**src/rtl/fc_weight_streamer.sv**
```systemverilog
// rtl/fc_weight_streamer.sv - FC weight-load responder: grants a burst, reads weight memory, streams words back
module fc_weight_streamer #(
  parameter int unsigned ADDR_W = 19,
  parameter int unsigned WORD_W = 128,
  parameter int unsigned CNT_W  = 11,
  parameter int unsigned RD_LAT = 1
) (
  input  logic              clk,
  input  logic              rst_n,
  input  logic              weight_req,
  input  logic [ADDR_W-1:0] weight_base,
  input  logic [CNT_W-1:0]  weight_count,
  output logic              weight_grant,
  output logic              weight_valid,
  output logic [WORD_W-1:0] weight_data,
  output logic              weight_done,
  output logic              mem_rd_en,
  output logic [ADDR_W-1:0] mem_rd_addr,
  input  logic [WORD_W-1:0] mem_rd_data,
  output logic              busy
);

  typedef enum logic [1:0] {IDLE, ISSUE, DRAIN, DONE} state_e;

  state_e              state_q;
  logic [CNT_W-1:0]    count_q;
  logic [CNT_W-1:0]    issued_q;
  logic [CNT_W-1:0]    returned_q;
  logic [RD_LAT-1:0]   vpipe_q;
  logic [RD_LAT-1:0]   vpipe_d;
  logic                grant_q;
  logic                valid_q;
  logic                done_q;
  logic                rd_en_q;
  logic                busy_q;
  logic [WORD_W-1:0]   data_q;
  logic [ADDR_W-1:0]   rd_addr_q;
  logic                accept;
  logic                tap;

  // The DONE cycle's exit edge doubles as the IDLE sampling point, so a held
  // request is granted in the cycle right after weight_done.
  assign accept = weight_req && ((state_q == IDLE) || (state_q == DONE));

  // A pipeline bit reaching the tap means mem_rd_data carries a word this cycle.
  assign tap = vpipe_q[RD_LAT-1];

  // Shift the issued-read strobe one stage towards the tap each cycle.
  always_comb begin
    vpipe_d    = vpipe_q << 1;
    vpipe_d[0] = rd_en_q;
  end

  // Burst FSM together with the read-issue and read-return datapath.
  always_ff @(posedge clk or negedge rst_n) begin
    if (!rst_n) begin
      state_q    <= IDLE;
      count_q    <= '0;
      issued_q   <= '0;
      returned_q <= '0;
      vpipe_q    <= '0;
      grant_q    <= 1'b0;
      valid_q    <= 1'b0;
      done_q     <= 1'b0;
      rd_en_q    <= 1'b0;
      busy_q     <= 1'b0;
      data_q     <= '0;
      rd_addr_q  <= '0;
    end else begin
      grant_q <= 1'b0;
      done_q  <= 1'b0;

      // Return path: capture each word as it arrives; data holds otherwise.
      vpipe_q <= vpipe_d;
      valid_q <= tap;
      if (tap) begin
        data_q     <= mem_rd_data;
        returned_q <= returned_q + 1'b1;
      end

      unique case (state_q)
        IDLE: begin
        end
        ISSUE: begin
          if (issued_q == count_q) begin
            rd_en_q <= 1'b0;
            state_q <= DRAIN;
          end else begin
            rd_addr_q <= rd_addr_q + 1'b1;
            issued_q  <= issued_q + 1'b1;
          end
        end
        DRAIN: begin
          if (returned_q == count_q) begin
            done_q  <= 1'b1;
            state_q <= DONE;
          end
        end
        DONE: begin
          busy_q  <= 1'b0;
          state_q <= IDLE;
        end
      endcase

      // A zero-length burst goes through DRAIN, where returned==count already
      // holds, so done lands exactly one cycle after the grant.
      if (accept) begin
        count_q    <= weight_count;
        issued_q   <= CNT_W'(weight_count != '0);
        returned_q <= '0;
        rd_addr_q  <= weight_base;
        rd_en_q    <= (weight_count != '0);
        grant_q    <= 1'b1;
        busy_q     <= 1'b1;
        state_q    <= (weight_count != '0) ? ISSUE : DRAIN;
      end
    end
  end

  assign weight_grant = grant_q;
  assign weight_valid = valid_q;
  assign weight_data  = data_q;
  assign weight_done  = done_q;
  assign mem_rd_en    = rd_en_q;
  assign mem_rd_addr  = rd_addr_q;
  assign busy         = busy_q;

endmodule
```
**config.mk**
```make
export PLATFORM = sky130hd
export DESIGN_NAME = fc_weight_streamer
export DESIGN_NICKNAME = d
export VERILOG_FILES = /design/src/rtl/fc_weight_streamer.sv
export SDC_FILE = /design/constraint.sdc
export NUM_CORES = 1
export LEC_CHECK = 0
export CAP_MARGIN = 20
export CORE_MARGIN = 8
export CORE_UTILIZATION = 47
export CTS_BUF_LIST = sky130_fd_sc_hd__clkbuf_16
export DETAILED_ROUTE_END_ITERATION = 12
export GPL_TIMING_DRIVEN = 0
export PLACE_DENSITY = 0.86
export SKIP_LAST_GASP = 1
export SYNTH_ARGS = -nofsm -noshare
export SYNTH_HDL_FRONTEND = slang
export SYNTH_SLANG_ARGS = --single-unit
export TNS_END_PERCENT = 5
```
**constraint.sdc**
```tcl
create_clock -name clk -period 5.7 [get_ports clk]
set_input_delay 0.855 -clock clk [delete_from_list [all_inputs] [get_ports clk]]
set_output_delay 0.855 -clock clk [all_outputs]
set_load 0.02 [all_outputs]
```
# [Yosys cells after proc, flatten, opt, wreduce, memory -nomap -nowiden]
# Cells that the tools add are included.
[word_totals] ff_bits=188 input_bits=161 word_cells=56
[classes] mux=21 eq_ne=8 add_sub_neg=3 n_reduce_logical=12
[op_table] op="two-way mux 19 bit" n=3
[op_table] op="two-way mux 11 bit" n=5
[op_table] op="adder 11 x 1 -> 11 bit, second input constant" n=2
[op_table] op="equality test 11 bit" n=2
[op_table] op="adder 19 x 1 -> 19 bit, second input constant" n=1
[op_table] op="nonzero test 11 bit" n=1
[op_table] op="two-way mux 1 bit" n=8
[op_table] op="two-way mux 2 bit" n=4
[op_table] op="nonzero test 2 bit" n=4
[op_table] op="!= test 3 bit, second input constant" n=2
[op_table] op="case mux 2 bit (3 select lines)" n=1
[op_table] op="equality test 2 bit, second input constant" n=2
[op_table] op="AND reduction 2 bit" n=2
[op_table] op="nonzero test 4 bit" n=1
[op_table] op="AND reduction 3 bit" n=1
[op_table] op="equality test 2 x 1 -> 1 bit, second input constant" n=1
[op_table] op="zero test 2 bit" n=1
[op_table] op="!= test 2 bit, second input constant" n=1
[op_table] op="logical AND 1 bit" n=1
[op_table] op="logical OR 1 bit" n=1

# [Logic depth before layout (Yosys ltp)]
# Gate-level depths: netlist of run 1.
[logic_depth] word_depth=5 ltp_mapped=7

# [Worst setup path after synthesis of run 1]
# Ideal clock, no wire load.
[synth_timing] kind="in2reg" startpoint="in weight_req" endpoint="reg issued_q[1]" slack_ns=3.840 arrival_time_ns=1.729 cell_stages=5 setup_ns=0.132 cell_sequence="nand2_1 -> inv_1 -> clkbuf_1 -> buf_1 -> nor2_1"
[synth_via] elab_chain_cells=3 elab_cells_between_ends=5 classes_between="eq/ne (1); mux (1); reduce/logical (3)"
[synth_lines] item="start: declaration" line_no="10" text="input logic weight_req,"
[synth_lines] item="logical AND 1 bit *" line_no="43" text="assign accept = weight_req && ((state_q == IDLE) || (state_q == DONE));"
[synth_lines] item="named net accept" line_no="38" text="logic accept;"
[synth_lines] item="!= test 2 bit (no line) or nonzero test 2 bit (tied branches)"
[synth_lines] item="AND reduction 2 bit (no line)"
[synth_lines] item="end signal: assignment" line_no="90" text="issued_q <= issued_q + 1'b1;"
[synth_lines] item="end signal: assignment" line_no="109" text="issued_q <= CNT_W'(weight_count != '0);"
[synth_lines] item="end: declaration" line_no="27" text="logic [CNT_W-1:0] issued_q;"
# The timed path passes the listed nets; every way through them passes the cells marked *.
# A chain may end at the register's enable or synchronous reset.

# [Final worst setup path of run 1]
[layout_timing] startpoint="reg rd_addr_q[7] (netlist: mem_rd_addr[7])" endpoint="out mem_rd_addr[7]"
[layout_rtl] item="start: declaration" line_no="37" text="logic [ADDR_W-1:0] rd_addr_q;"
[layout_rtl] item="start signal: assignment" line_no="89" text="rd_addr_q <= rd_addr_q + 1'b1;"
[layout_rtl] item="start signal: assignment" line_no="111" text="rd_addr_q <= weight_base;"
[layout_rtl] item="end: declaration" line_no="18" text="output logic [ADDR_W-1:0] mem_rd_addr,"
# No word-level cell between the ends.

==> results of run 1 <==
-- cell type report --
| class | count | share of cell area |
|---|---|---|
| Antenna cell | 1 | 0.0002084 |
| Buffer | 31 | 0.01115 |
| Clock buffer | 17 | 0.03544 |
| Clock inverter | 14 | 0.01615 |
| Inverter | 12 | 0.003752 |
| Multi-Input combinational cell | 394 | 0.2557 |
| Sequential cell | 188 | 0.3919 |
| Tap cell | 220 | 0.02293 |
| Timing Repair Buffer | 313 | 0.2628 |
-- layer usage --
layer,track usage,wire length (microns),vias up
li1,-,-,2897
met1,0.2425,9052,3107
met2,0.3942,12190,283
met3,0.1072,2667,38
met4,0.08192,599,0
met5,0,0,-
-- flip-flops by register name (all words and copies together) (netlist names) --
register      cells
mem_rd_addr      19
returned_q       11
tap               1
weight_valid      1
count_q          11
weight_data     128
state_q           2
mem_rd_en         1
issued_q         11
weight_done       1
busy              1
weight_grant      1
-- placed cells by master, fill, tap and decap left out, types with 4 or more instances in the layout --
master and n:
mux2i_1 4, nor2_1 30, nor3_1 5, nand2_1 52, inv_1 12, buf_1 4
nand3_1 14, or4_1 10, xnor2_1 25, dfrtp_1 188, o31ai_1 10, mux2_2 128
clkdlybuf4s50_1 311, bufinv_16 4, a31oi_1 14, clkbuf_16 17, nor4_1 5, clkbuf_1 22
o21ai_0 10, ha_1 7, o21ai_1 6, or3_1 13, xor2_1 7, a21oi_1 14
nand4_1 15
-- logic make-up after synthesis --
| family | after synthesis | synth area share |
|---|---|---|
| buf+inv | 43 | 0.02250 |
| compound gates | 66 | 0.05365 |
| xor+xnor | 32 | 0.03524 |
| fa+ha+maj | 7 | 0.01101 |
| simple gates | 156 | 0.09833 |
| flops | 188 | 0.5916 |
| mux | 133 | 0.1877 |
-- power groups by stage --
stage	registers, mW	clock network (mW)	logic (mW)
after floorplan	1.36	0	0.00132
after global placement	1.36	0	0.136
after detailed placement	1.36	0	0.141
after CTS	1.33	1.29	0.143
after global routing	1.33	1.33	0.153
final	1.33	1.26	0.141
-- how the worst max path moves through the flow --
stage	slack [ns]	startpoint	to
floorplan	3.84	weight_req	issued_q[1]$_DFFE_PN0P_
finish	3.29	mem_rd_addr[7]$_DFFE_PN0P_	mem_rd_addr[7]
global placement	-4.18	rst_n	weight_data[50]$_DFFE_PN0P_
global route	3.18	weight_req	returned_q[6]$_DFFE_PN0P_
CTS	3.29	mem_rd_addr[7]$_DFFE_PN0P_	mem_rd_addr[7]
detailed placement	2.87	weight_req	returned_q[8]$_DFFE_PN0P_
-- metrics by stage --
step / power [mW] / TNS [ns]
global route: 2.817 / 0
global placement: 1.496 / -783.99
detailed placement: 1.500 / 0
CTS: 2.766 / 0
finish: 2.734 / 0
floorplan: 1.361 / 0
-- synth_stat cells --
cell	number
or4_1	10
inv_1	12
or2_2	2
o31ai_1	10
o21ai_0	10
nor4_1	5
o21ai_1	6
buf_1	4
nor3_1	5
a21o_1	1
o211ai_1	2
buf_2	2
or4b_1	2
mux2_2	128
xnor2_1	25
xor2_1	7
mux2i_1	4
buf_4	2
o311ai_0	1
clkbuf_1	22
buf_6	1
mux2_1	1
ha_1	7
nand3_1	14
a21oi_1	14
nor2_1	30
and2_1	1
o311a_1	1
nand3_2	1
a31oi_1	14
or3_1	13
o311ai_2	1
o31ai_2	1
o21ai_2	1
and3_1	3
and4_1	2
nand2_1	52
nand4_1	15
dfrtp_1	188
a32oi_1	2
o41ai_1	2
nand4_2	1
==> run metrics, run 1 <==
status=finished, final reports clean; clk slew on worst S/H paths=0.07 ns; Std-Cell Rows=47; Clk pwr share=0.461; drt pass-1 iters=7; clk_skew=0.007948 ns; Slowest Stage Delay on Critical Path=0.66 ns; Worst Hold Launch=tap$_DFF_PN0_; ranking of synthesized cells by area=dfrtp_1, mux2_2, xnor2_1; Root Buffer=clkbuf_16; largest fanout on the critical path=7; vias in the first global route=6,948; Starting Density=0.4796; reg2reg path depth=4; Slew Viols, Final=0; CTS tree=built; Placed Instance Area=11,380 sq um; clk sinks=188; H-tree levels=4; utilization after layout=0.7239; Hold Path End=weight_valid$_DFF_PN0_; TritonCTS Buffers=17; multi-input combinational cell area=3069 sq um; final WL=24.50 mm; Reg2Reg Setup Slack=3.36 ns; Critical Path End Type=output port; die area=21,340 sq um; worst slack, placed=2.870 ns; CTS Hold Buffers Added=0; drt via density=5.315; Sw Ratio=0.2081; Seq/Total Area, Yosys=0.5916; core area=16,580 sq um; Die H=146.1 microns; Final Hold Violating Endpoints=0; Worst Setup Start Kind=flip-flop; DPL Wire Length=18.63 mm; synthesized instance count=625; # setup viols final=0; WP depth=1; first-pass GRT wire length=38.50 mm; Max Clk Rate=415.5 MHz; Synth Register Bits=188; fillers=1,166; buffer and inverter count on the worst path=1; WL per Instance=20.59 microns; antenna violations before repair=1; P_leak=5.326 nW; yosys synthesis warning count=0; Storage cell area=4705 sq um; total track usage=0.2292; DIE WIDTH=146.1 microns; power per cell area=227.7 nW/um^2; max-cap violation count=0; CP required=4.85 ns; # DRC=0; I/O pin total=313; synthesized area per cell=12.72 sq um; Top delay family on crit path=buffers and inverters; reg-to-reg startpoint=tap$_DFF_PN0_; crit-path cells=clkdlybuf4s50_1; setup ws final=3.293 ns; initial DRC count=297; Int Pwr=2.165 mW; Net Sw Power=569.1 uW; cell at the slowest stage of the critical path=clkdlybuf4s50_1; WHS Path Cells=0; Least-Margin Pin Slew=0.7073 ns; gr ovfl total=0; final instance area=12,010 sq um; WHS=0.3846 ns; post-CTS sizing=0; Cell Count, Final, Fillers Out=1,190; Cell Area, Synth=7953 sq um; ANT nets after route=0; Clock Latency Late Sink=0.43 ns; R2R Path End=weight_data[38]$_DFFE_PN0P_; # Post-CTS Setup Buffers=0; port bufs=312; Synth top area share=0.5916; clock buffer depth=2; power share of the combinational group=0.051; period utilisation layout=0.4223; unrepaired setup endpoints after global routing=no; Hold WC Path Type=flip-flop to flip-flop; pin count of the biggest net entering global routing=100; Worst EP arrival=1.55 ns; dominant cell type by area after synthesis=dfrtp_1; VDD IR max=0.2146 mV; dpl cells=1,158; Placer Congestion=0.8290; vias=6,325; syn nets=793; Seq pwr share=0.488; relative max-transition margin=0.5284; critical path class=flip-flop to output port; layout cell share with drive strength beyond 1=0.1765; Synth cell types=42; Final min period=2.407 ns; fin nets=1,125; Area Overhead vs Synth=50.96%
Power figures use the tool's default switching activity.
==> run 2: changes to the inputs <==
--- a/config.mk
+++ b/config.mk
@@ -7,11 +7,11 @@
 export LEC_CHECK = 0
 export CAP_MARGIN = 20
 export CORE_MARGIN = 8
-export CORE_UTILIZATION = 47
+export CORE_UTILIZATION = 40
 export CTS_BUF_LIST = sky130_fd_sc_hd__clkbuf_16
 export DETAILED_ROUTE_END_ITERATION = 12
 export GPL_TIMING_DRIVEN = 0
-export PLACE_DENSITY = 0.86
+export PLACE_DENSITY = 0.77
 export SKIP_LAST_GASP = 1
 export SYNTH_ARGS = -nofsm -noshare
 export SYNTH_HDL_FRONTEND = slang
==> constraint.sdc (replaced) <==
create_clock -name clk -period 2.18 [get_ports clk]
set_input_delay 0.327 -clock clk [delete_from_list [all_inputs] [get_ports clk]]
set_output_delay 0.327 -clock clk [all_outputs]
set_load 0.02 [all_outputs]
==> run metrics, run 2 (synthesis gave the netlist of run 1 again) <==
ANT nets after route=0; Net Sw Power=1.573 mW; utilization after layout=0.6184; CP required=2.49 ns; CTS tree=built; Sw Ratio=0.2306; Clk pwr share=0.435; gr ovfl total=0; DIE WIDTH=157 microns; port bufs=312; Max Clk Rate=453.7 MHz; # setup viols final=2; Final min period=2.204 ns; I/O pin total=313; pin count of the biggest net entering global routing=100; Std-Cell Rows=51; die area=24,650 sq um; Clock Latency Late Sink=0.43 ns; layout cell share with drive strength beyond 1=0.1852; fillers=1,554; H-tree levels=4; Int Pwr=5.247 mW; largest fanout on the critical path=10; unrepaired setup endpoints after global routing=yes; power share of the combinational group=0.054; drt via density=5.042; most frequent cells in the layout=clkdlybuf4s50_1, dfrtp_1, mux2_2, nand2_1, nor2_1; status=finished, violations left; Worst EP arrival=2.51 ns; clk sinks=188; P_leak=5.340 nW; Seq pwr share=0.511; fin nets=1,127; WL per Instance=18.87 microns; clk_skew=0.008965 ns; vias=6,242; DPL Wire Length=17.77 mm; relative max-transition margin=0.5291; Area Overhead vs Synth=51.34%; vias in the first global route=6,728; # DRC=0; Critical Path End Type=flip-flop; Placer Congestion=0.8236; Least-Margin Pin Slew=0.7064 ns; drt pass-1 iters=4; final WL=23.37 mm; max-cap violation count=0; VDD IR max=0.5296 mV; Hold WC Path Type=flip-flop to flip-flop; setup ws final=-0.02411 ns; critical path class=flip-flop to flip-flop; Die H=157 microns; clk slew on worst S/H paths=0.07 ns; period utilisation layout=1.011; Root Buffer=clkbuf_16; antenna violations before repair=0; core area=19,460 sq um; clock buffer depth=2; Slew Viols, Final=0; max FFs per register=128; TritonCTS Buffers=17; initial DRC count=273; commonest non-fill, non-tap cell in the layout=clkdlybuf4s50_1; Final Power=6.820 mW; Worst Setup Start Kind=flip-flop; Starting Density=0.4086; worst slack, placed=-0.3644 ns; total track usage=0.1909; Final Hold Violating Endpoints=0; power per cell area=566.7 nW/um^2; violated checks=negative setup slack; first-pass GRT wire length=36.65 mm
==> run 2: final timing paths <==
| path | from | endpoint | slack, ns | depth (start not counted) |
|---|---|---|---|---|
| min | tap$_DFF_PN0_ | weight_valid$_DFF_PN0_ | 0.38 | 0 |
| min reg2reg | tap$_DFF_PN0_ | weight_valid$_DFF_PN0_ | 0.38 | 0 |
| min in group asynchronous | rst_n | weight_data[75]$_DFFE_PN0P_ | 0.48 | 2 |
| max reg2reg | issued_q[0]$_DFFE_PN0P_ | issued_q[1]$_DFFE_PN0P_ | -0.02 | 7 |
| max in group asynchronous | rst_n | weight_data[48]$_DFFE_PN0P_ | 0.78 | 3 |
| max | issued_q[0]$_DFFE_PN0P_ | issued_q[1]$_DFFE_PN0P_ | -0.02 | 7 |
==> run 2: layer usage <==
metal / global-route usage / wire length [microns] / vias up
li1: - / - / 2907
met1: 0.2173 / 9112 / 3061
met2: 0.3113 / 11120 / 246
met3: 0.08390 / 2668 / 28
met4: 0.07414 / 465 / 0
met5: 0 / 0 / -
==> run 2: cell type report <==
type	count	area, sq um	area share
Tap cell	265	331.6	0.02755
Clock buffer	17	425.4	0.03535
Clock inverter	15	130.1	0.01081
Inverter	12	45.04	0.003743
Multi-Input combinational cell	394	3079	0.2558
Buffer	30	136.4	0.01133
Antenna cell	1	2.502	0.0002079
Sequential cell	188	4705	0.3909
Timing Repair Buffer	316	3181	0.2643
==> run 2: metrics by stage <==
stage	instance area, sq um	setup TNS (ns)	hold WS (ns)	std cells
5_1_grt	12030	-10.79	0.4065	1237
6_report	12040	-0.02469	0.3761	1238
3_3_place_gp	11410	-1386.36	0.3554	1202
4_1_cts	12010	-1.186	0.3758	1236
2_1_floorplan	7953	0	0.03141	625
3_5_place_dp	11440	-21.02	0.3587	1203
==> run 2: what timing repair did <==
action,4_1_cts,5_1_grt
gates resized for setup,3,7
setup endpoints to repair,99,122
endpoints found under the hold margin,89,0
buffers inserted,0,2
hold buffers,1,0
pin swaps,0,1
==> run 2: critical path: stages (launching register included) <==
cell	delay [ns]
dfrtp_1	0.46
xnor2_1	0.20
nand4_1	0.27
o31ai_2	0.46
buf_4	0.26
buf_4	0.19
mux2i_1	0.19
nor2_1	0.05
==> run 2: power groups by stage <==
stage          Clock, mW  Sequential [mW]  Combinational [mW]
2_1_floorplan          0             3.55             0.00345
3_3_place_gp           0             3.56               0.361
3_5_place_dp           0             3.55               0.372
4_1_cts             3.06             3.48               0.377
5_1_grt             3.18             3.48               0.401
6_report            2.97             3.48               0.369
